$ cat config.mk
export PLATFORM = sky130hd
export DESIGN_NAME = tnn_feature_packer
export DESIGN_NICKNAME = d
export VERILOG_FILES = /design/src/rtl/tnn_pkg.sv /design/src/rtl/tnn_quantizer.sv /design/src/rtl/tnn_feature_packer.sv
export SDC_FILE = /design/constraint.sdc
export NUM_CORES = 1
export LEC_CHECK = 0
export ABC_AREA = 1
export CORE_MARGIN = 4
export CORE_UTILIZATION = 55
export DETAILED_ROUTE_END_ITERATION = 8
export PLACE_DENSITY = 0.77
export SKIP_LAST_GASP = 1
export SLEW_MARGIN = 10
export SYNTH_ARGS = -nofsm -noshare
export SYNTH_HDL_FRONTEND = slang
export SYNTH_HIERARCHICAL = 1
export SYNTH_SLANG_ARGS = --single-unit
export TNS_END_PERCENT = 100
$ cat constraint.sdc
create_clock -name clk -period 3.3 [get_ports clk]
set_clock_uncertainty 0.15 [all_clocks]
set_input_delay 0.66 -clock clk [delete_from_list [all_inputs] [get_ports clk]]
set_output_delay 0.66 -clock clk [all_outputs]
set_load 0.03 [all_outputs]
$ cat src/rtl/tnn_pkg.sv
// Shared types and constants for the TNN feature packer.
// Latency: n/a (declarations only).
// Backpressure: n/a.
package tnn_pkg;

  localparam int N_FEAT = 7;
  localparam int RAW_W  = 8;
  localparam int Q_W    = 2;
  localparam int VEC_W  = N_FEAT * Q_W;

  // Power-up thresholds split the 8-bit range into four equal bins.
  localparam logic [RAW_W-1:0] THR_RST0 = 8'd64;
  localparam logic [RAW_W-1:0] THR_RST1 = 8'd128;
  localparam logic [RAW_W-1:0] THR_RST2 = 8'd192;

  typedef enum logic [1:0] {
    COLLECT = 2'd0,
    DRAIN   = 2'd1,
    HOLD    = 2'd2
  } pack_state_t;

  typedef logic [RAW_W-1:0] thr_t [3];

endpackage

$ cat src/rtl/tnn_quantizer.sv
// Maps one raw sample to a 2-bit level by counting thresholds it meets or exceeds.
// Latency: purely combinational.
// Backpressure: none.
// Ports: i_x raw sample, i_t0..i_t2 thresholds, o_q level 0..3.
module tnn_quantizer
  import tnn_pkg::*;
(
  input  logic [RAW_W-1:0] i_x,
  input  logic [RAW_W-1:0] i_t0,
  input  logic [RAW_W-1:0] i_t1,
  input  logic [RAW_W-1:0] i_t2,
  output logic [Q_W-1:0]   o_q
);

  logic [Q_W-1:0] w_c0;
  logic [Q_W-1:0] w_c1;
  logic [Q_W-1:0] w_c2;

  // Each term is 0/1, so the sum tops out at 3 and never wraps; threshold
  // ordering does not matter.
  assign w_c0 = {1'b0, (i_x >= i_t0)};
  assign w_c1 = {1'b0, (i_x >= i_t1)};
  assign w_c2 = {1'b0, (i_x >= i_t2)};
  assign o_q  = w_c0 + w_c1 + w_c2;

endmodule

$ cat src/rtl/tnn_feature_packer.sv
// Collects 7 raw samples, quantizes each to 2 bits, presents one packed vector.
// Latency: m_valid rises the cycle after the last accepted beat; N_FEAT+1 cycle minimum period.
// Backpressure: s_ready drops while a vector is held; held vector is stable until m_ready.
// Ports: s_* raw sample stream, thr_* threshold write port, m_* packed vector out,
//        err_len one-cycle pulse on a short or over-long vector.
module tnn_feature_packer
  import tnn_pkg::*;
(
  input  logic                    clk,
  input  logic                    rst_n,
  input  logic                    s_valid,
  output logic                    s_ready,
  input  logic [RAW_W-1:0]        s_data,
  input  logic                    s_last,
  input  logic                    thr_we,
  input  logic [2:0]              thr_feat,
  input  logic [1:0]              thr_sel,
  input  logic [RAW_W-1:0]        thr_data,
  output logic                    m_valid,
  input  logic                    m_ready,
  output logic [N_FEAT*Q_W-1:0]   m_feat,
  output logic                    err_len
);

  pack_state_t     r_state;
  pack_state_t     w_state_nxt;
  logic [2:0]      r_cnt;
  logic [VEC_W-1:0] r_vec;
  logic            r_err;
  thr_t            r_thr [N_FEAT];
  thr_t            w_thr_cur;
  logic [Q_W-1:0]  w_q;
  logic            w_acc;
  logic            w_last_slot;

  assign w_acc       = s_valid & s_ready;
  assign w_last_slot = (r_cnt == 3'(N_FEAT - 1));

  // Thresholds of the feature currently being collected.
  always_comb begin
    w_thr_cur = r_thr[0];
    for (int k = 1; k < N_FEAT; k++) begin
      if (r_cnt == 3'(k)) begin
        w_thr_cur = r_thr[k];
      end
    end
  end

  tnn_quantizer u_quant (
    .i_x  (s_data),
    .i_t0 (w_thr_cur[0]),
    .i_t1 (w_thr_cur[1]),
    .i_t2 (w_thr_cur[2]),
    .o_q  (w_q)
  );

  // Threshold register file. Out-of-range feature or select writes are dropped.
  // A beat accepted alongside a write still sees the old value.
  always_ff @(posedge clk or negedge rst_n) begin
    if (!rst_n) begin
      for (int k = 0; k < N_FEAT; k++) begin
        r_thr[k][0] <= THR_RST0;
        r_thr[k][1] <= THR_RST1;
        r_thr[k][2] <= THR_RST2;
      end
    end else if (thr_we) begin
      for (int k = 0; k < N_FEAT; k++) begin
        for (int j = 0; j < 3; j++) begin
          if (thr_feat == 3'(k) && thr_sel == 2'(j)) begin
            r_thr[k][j] <= thr_data;
          end
        end
      end
    end
  end

  // FSM state register.
  always_ff @(posedge clk or negedge rst_n) begin
    if (!rst_n) begin
      r_state <= COLLECT;
    end else begin
      r_state <= w_state_nxt;
    end
  end

  // FSM next-state logic.
  always_comb begin
    w_state_nxt = r_state;
    case (r_state)
      COLLECT: begin
        if (w_acc && w_last_slot) begin
          w_state_nxt = s_last ? HOLD : DRAIN;
        end
      end
      DRAIN: begin
        if (w_acc && s_last) begin
          w_state_nxt = HOLD;
        end
      end
      HOLD: begin
        if (m_ready) begin
          w_state_nxt = COLLECT;
        end
      end
      default: w_state_nxt = COLLECT;
    endcase
  end

  // FSM outputs.
  always_comb begin
    s_ready = (r_state != HOLD);
    m_valid = (r_state == HOLD);
  end

  // Slot counter, vector assembly and length-error pulse.
  always_ff @(posedge clk or negedge rst_n) begin
    if (!rst_n) begin
      r_cnt <= 3'd0;
      r_vec <= '0;
      r_err <= 1'b0;
    end else begin
      r_err <= 1'b0;
      if (r_state == COLLECT && w_acc) begin
        for (int k = 0; k < N_FEAT; k++) begin
          if (r_cnt == 3'(k)) begin
            r_vec[k*Q_W +: Q_W] <= w_q;
          end
        end
        if (w_last_slot) begin
          // Full vector kept; missing s_last means extra beats follow (DRAIN).
          r_cnt <= 3'd0;
          r_err <= ~s_last;
        end else if (s_last) begin
          // Short vector: partial slots are simply overwritten by the next one.
          r_cnt <= 3'd0;
          r_err <= 1'b1;
        end else begin
          r_cnt <= r_cnt + 3'd1;
        end
      end else if (r_state == HOLD && m_ready) begin
        r_cnt <= 3'd0;
      end
    end
  end

  assign m_feat  = r_vec;
  assign err_len = r_err;

endmodule
== Yosys cells after proc, flatten, opt, wreduce, memory -nomap -nowiden ==
Cells that the tools add are included.
Operators by class
  add/sub/neg operators: 3
  magnitude comparators: 3
  eq/ne operators: 20
  muxes and demuxes: 18
  bitwise gates (word level): 2
  reductions and logical operators: 59
Operators with widths (count)
  2-to-1 mux 24 bit: 6
  AND reduction 2 bit: 28
  logical AND 1 bit: 25
  greater-or-equal comparator 8 bit: 3
  equality test 3 bit (second input constant): 6
  equality test 3 x 2 -> 1 bit (second input constant): 4
  2-to-1 mux 3 bit: 4
  2-to-1 mux 2 bit: 4
  equality test 3 x 1 -> 1 bit (second input constant): 2
  logical NOT 3 bit: 2
  != test 2 bit (second input constant): 3
  one-hot mux 2 bit (3 select lines): 1
  equality test 2 x 1 -> 1 bit (second input constant): 2
  equality test 2 bit (second input constant): 2
  logical NOT 2 bit: 2
  adder 3 x 1 -> 3 bit (second input constant): 1
  2-to-1 mux 1 bit: 3
  AND reduction 3 bit: 1
  adder 1 x 1 -> 2 bit: 1
  adder 2 x 1 -> 2 bit: 1
  != test 2 x 1 -> 1 bit (second input constant): 1
  nonzero test 2 bit: 1
  bitwise AND 1 bit: 1
  inverter 1 bit: 1
Storage, ports and cells
  flip-flop bits (word level): 188
  input port bits: 27
  output and inout bits: 17

== Depth between registers and ports, before layout ==
  word-level depth: 10
  gate-level depth with buffers: 23
  depth with buffers taken out: 21

== Cells and area by module ==
The synthesis kept the hierarchy.
Modules (own cells, without submodules)
  tnn_feature_packer: instances 1, cells each 1176, area each 8909.8 µm²
  tnn_quantizer: instances 1, cells each 106, area each 653.1 µm²

== Worst setup path before layout ==
OpenSTA, ideal clock, no wires.
  path type: flip-flop to flip-flop
  start point: reg r_cnt[2]
  end point: reg r_vec[10] (netlist: m_feat[10])
  library setup time: 0.083 ns
  arrival: 3.228 ns
  data required time: 3.067 ns
  path slack: -0.161 ns
  stages on the path, launching flop included: 23
  buffers on the path: 4
  period minus slack after synthesis: 3.461 ns
  cell sequence: dfrtp_1 inv_1 buf_2 buf_2 ha_1 inv_1 clkbuf_1 clkbuf_1 nand3_1 nand2_1 nand2_1 nand2_1 nand2_1 inv_1 ha_1 nand2_1 inv_1 nor2_1 o21a_1 nand2_1 fa_1 inv_1 o21ai_0
RTL lines
  start, declared: line tnn_feature_packer.sv:27  | logic [2:0] r_cnt;
  start signal, assigned: line tnn_feature_packer.sv:138  | r_cnt <= r_cnt + 3'd1;
  end signal, assigned by index: line tnn_feature_packer.sv:126  | r_vec[k*Q_W +: Q_W] <= w_q;
  end, declared: line tnn_feature_packer.sv:28  | logic [VEC_W-1:0] r_vec;

==> results.md <==
- Status: completed
- Compound-cell area share of the yosys netlist: 0.1057
- Final worst path period share: 0.9847
- CTS tree: yes
- P_leak: 5.755 nW
- Clock buffer depth: 2
- Cell repeated most along the worst path: nand2_1
- PwrDens: 855.1 mW/mm^2
- Core area: 0.01682 sq mm
- # clock sinks: 188
- Synth Area in Adders: 0.04004
- P&R area growth vs syn: 19.47%
- Simple logic cell fraction of the synthesized area: 0.2749
- Hold_ws: 0.07927 ns
- Type of origin of the critical path: register
- Synth Area in XOR/XNOR: 0
- GPL Wtd Cong: 0.8643
- GRT Overall Usage: 0.2571
- Cell at the slowest stage of the critical path: fa_1
- Sequential-to-total area share from yosys stat: 0.4956
- Max_cap viols: 0
- Die height: 139.9 microns
- Ant. Diodes: 0
- Antenna Nets Post-Route: 0
- Synth top area share: 0.4187
- Maximum VDD drop: 0.5960 mV
- Drt via density: 5.495
- Placed inst area: 0.01027 sq mm
- Post-DP HPWL: 15.68 mm
- CP endpoint kind: register
- Hold crit path type: in -> async
- Drt wl/cell: 17.41 microns
- Max Fanout on Critical Path: 12
- Final setup viols: 0
- DR vias: 8534
- Post-Syn Area per Cell: 7.459 sq um
- Max-slew violation count: 0
- Post-route minimum period: 3.250 ns
- Final hold violation count: 0
- Total grt overflow: 0
- Type of the worst setup path: reg -> reg
- Syn nets: 1339
- Vias in the first global route: 7858
- Initial Util: 0.5686
- Initial antenna violation count: 0
- # port buffers: 43
- FF+latch count, synth: 188
- Worst-Skew Late Latency: 0.45 ns
- Clock-pin slew on the worst setup and hold paths: 0.07 ns
- Final Routed Wirelength: 27.04 mm
- Post-synthesis mux area share: 0
- Post-Layout Cell Count: 1553
- Slew HR: 0.3726
- Max Fclk: 307.7 MHz
- Setup_tns: 0 ns
- Top post-synthesis cells by area: dfrtp_1, nand2_1, o21ai_0
- Number of buffers created by CTS: 17
- First-pass iteration count of the detailed router: 6
- Largest family of logic cells by synthesized area: simple AND/OR/NAND/NOR gates
- Fin nets: 1377
- Req. time, crit path: 3.51 ns
- Family with the most delay on the worst path: adder cells
- First-pass GRT wire length: 39.83 mm
- Final Cell Area: 0.01142 sq mm
- Synth Cell Area: 0.009563 sq mm
- Placed Instances: 1504
- Crit path DAT: 3.46 ns
- Fraction of final layout cells with drive strength greater than 1: 0.1125
- YS warnings: 6
- Tightest Pin Transition: 0.9401 ns
- Die area: 0.01956 sq mm
- Rows: 47
- Pin count of the biggest net entering global routing: 71
- Die Width: 139.9 microns
- Synth cell types: 22
- Cts hold-fix bufs: 0
- Clk root buf: clkbuf_16
- Buf+Inv Stages, Crit Path: 4
- Io pins: 44
- Cell taking the most area after synthesis: dfrtp_1
- Crit-path max cell delay: 0.56 ns
- # DRC: 0
- Number of DRC markers in iteration 0: 867
- Mapped Cells: 1282
- Cell chain of the critical path: inv_4 > ha_4 > nand2_4 > clkbuf_16 > nand2_1 > nand3_1 > nand3_1 > nand2_1 > nand2_1 > nand2_1 > nand2_1 > inv_1 > ha_1 > a21o_2 > nor2_2 > nand3_2 > fa_1 > inv_2 > o21ai_1
- H-tree depth: 4
## routing by layer
layer / GRT usage / wire (microns) / up-vias
met3: 0.04871 / 1949 / 62
li1: - / - / 4085
met5: 0 / 0 / -
met4: 0.08108 / 748 / 0
met1: 0.3419 / 11260 / 4061
met2: 0.4290 / 13080 / 326
## placed cells by master (no fill, tap or decap), drive strengths merged
cell	netlist	final
buf	39	37
o21a	2	2
dfrtp	160	160
nand3	78	78
clkbuf	30	33
inv	132	134
a21o	1	1
fa	1	1
clkinvlp	0	2
dfstp	28	28
clkdlybuf4s50	0	42
a21oi	10	10
nor3	10	10
nor2	108	108
o22ai	1	1
nand2	466	466
clkinv	0	3
ha	29	29
bufinv	0	1
o21ai	186	186
nand4	1	1
## Yosys cell counts (all sizes together)
cell type,instances
nor2,108
inv,132
a21oi,10
o22ai,1
nand2,466
buf,39
clkbuf,30
nand3,78
o21ai,186
a21o,1
o21a,2
dfrtp,160
ha,29
dfstp,28
fa,1
nand4,1
nor3,10
## cell families (layout without fill, tap and decap cells)
group | Yosys count | count (layout)
flops | 188 | 188
compound gates | 200 | 200
fa+ha+maj | 30 | 30
buf+inv | 201 | 252
simple gates | 663 | 663
## path summary, 6_finish.rpt
check | endpoint | cells after the start | from | slack (ns)
min in group clk | r_thr[7]$_DFFE_PN1P_ | 2 | r_thr[7]$_DFFE_PN1P_ | 0.32
max in group asynchronous | r_thr[39]$_DFFE_PN1P_ | 2 | rst_n | 2.06
setup reg to reg | m_feat[2]$_DFFE_PN0P_ | 19 | r_cnt[1]$_DFFE_PN0P_ | 0.05
hold reg to reg | r_thr[7]$_DFFE_PN1P_ | 2 | r_thr[7]$_DFFE_PN1P_ | 0.32
setup / recovery | m_feat[2]$_DFFE_PN0P_ | 19 | r_cnt[1]$_DFFE_PN0P_ | 0.05
hold / removal | r_thr[143]$_DFFE_PN0P_ | 1 | rst_n | 0.08
## layout make-up
class	instances	area, sq um
fillers	1369	5394
flip-flops and latches	188	4742
multi-input cells	893	4248
repair buffers	88	1094
inverters	132	515.5
clock buffers	24	461.7
well taps	220	275.3
clock inverters	8	88.84
## power breakdown
| part | switching (W) | internal, W |
|---|---|---|
| Clock | 0.000900 | 0.00107 |
| Sequential | 0.000298 | 0.00284 |
| Combinational | 0.00286 | 0.00181 |
| Total | 0.00405 | 0.00572 |
## stage by stage
| stage | total power (W) | setup WS, ns | util |
|---|---|---|---|
| 2_1_floorplan | 0.005781 | 0.03653 | - |
| 3_3_place_gp | 0.007007 | 0.01070 | 0.6109 |
| 3_5_place_dp | 0.007106 | -0.01112 | 0.6109 |
| 4_1_cts | 0.009156 | 0.008305 | 0.6474 |
| 5_1_grt | 0.01043 | -0.06153 | 0.6793 |
| 6_report | 0.009770 | 0.05049 | 0.6793 |
## timing repair
item,in CTS,in global routing
endpoints found under the setup margin,14,14
pin swaps,0,22
buffers inserted,0,6
endpoints found under the hold margin,0,0
gates resized for setup,5,75
gates cloned,2,10
## flip-flops by register name, summed over array words and instances, names as in the netlist
name / cells
r_thr: 168
m_feat: 14
r_cnt: 3
r_state: 2
err_len: 1
No activity file was read; power rests on OpenSTA's default activity.
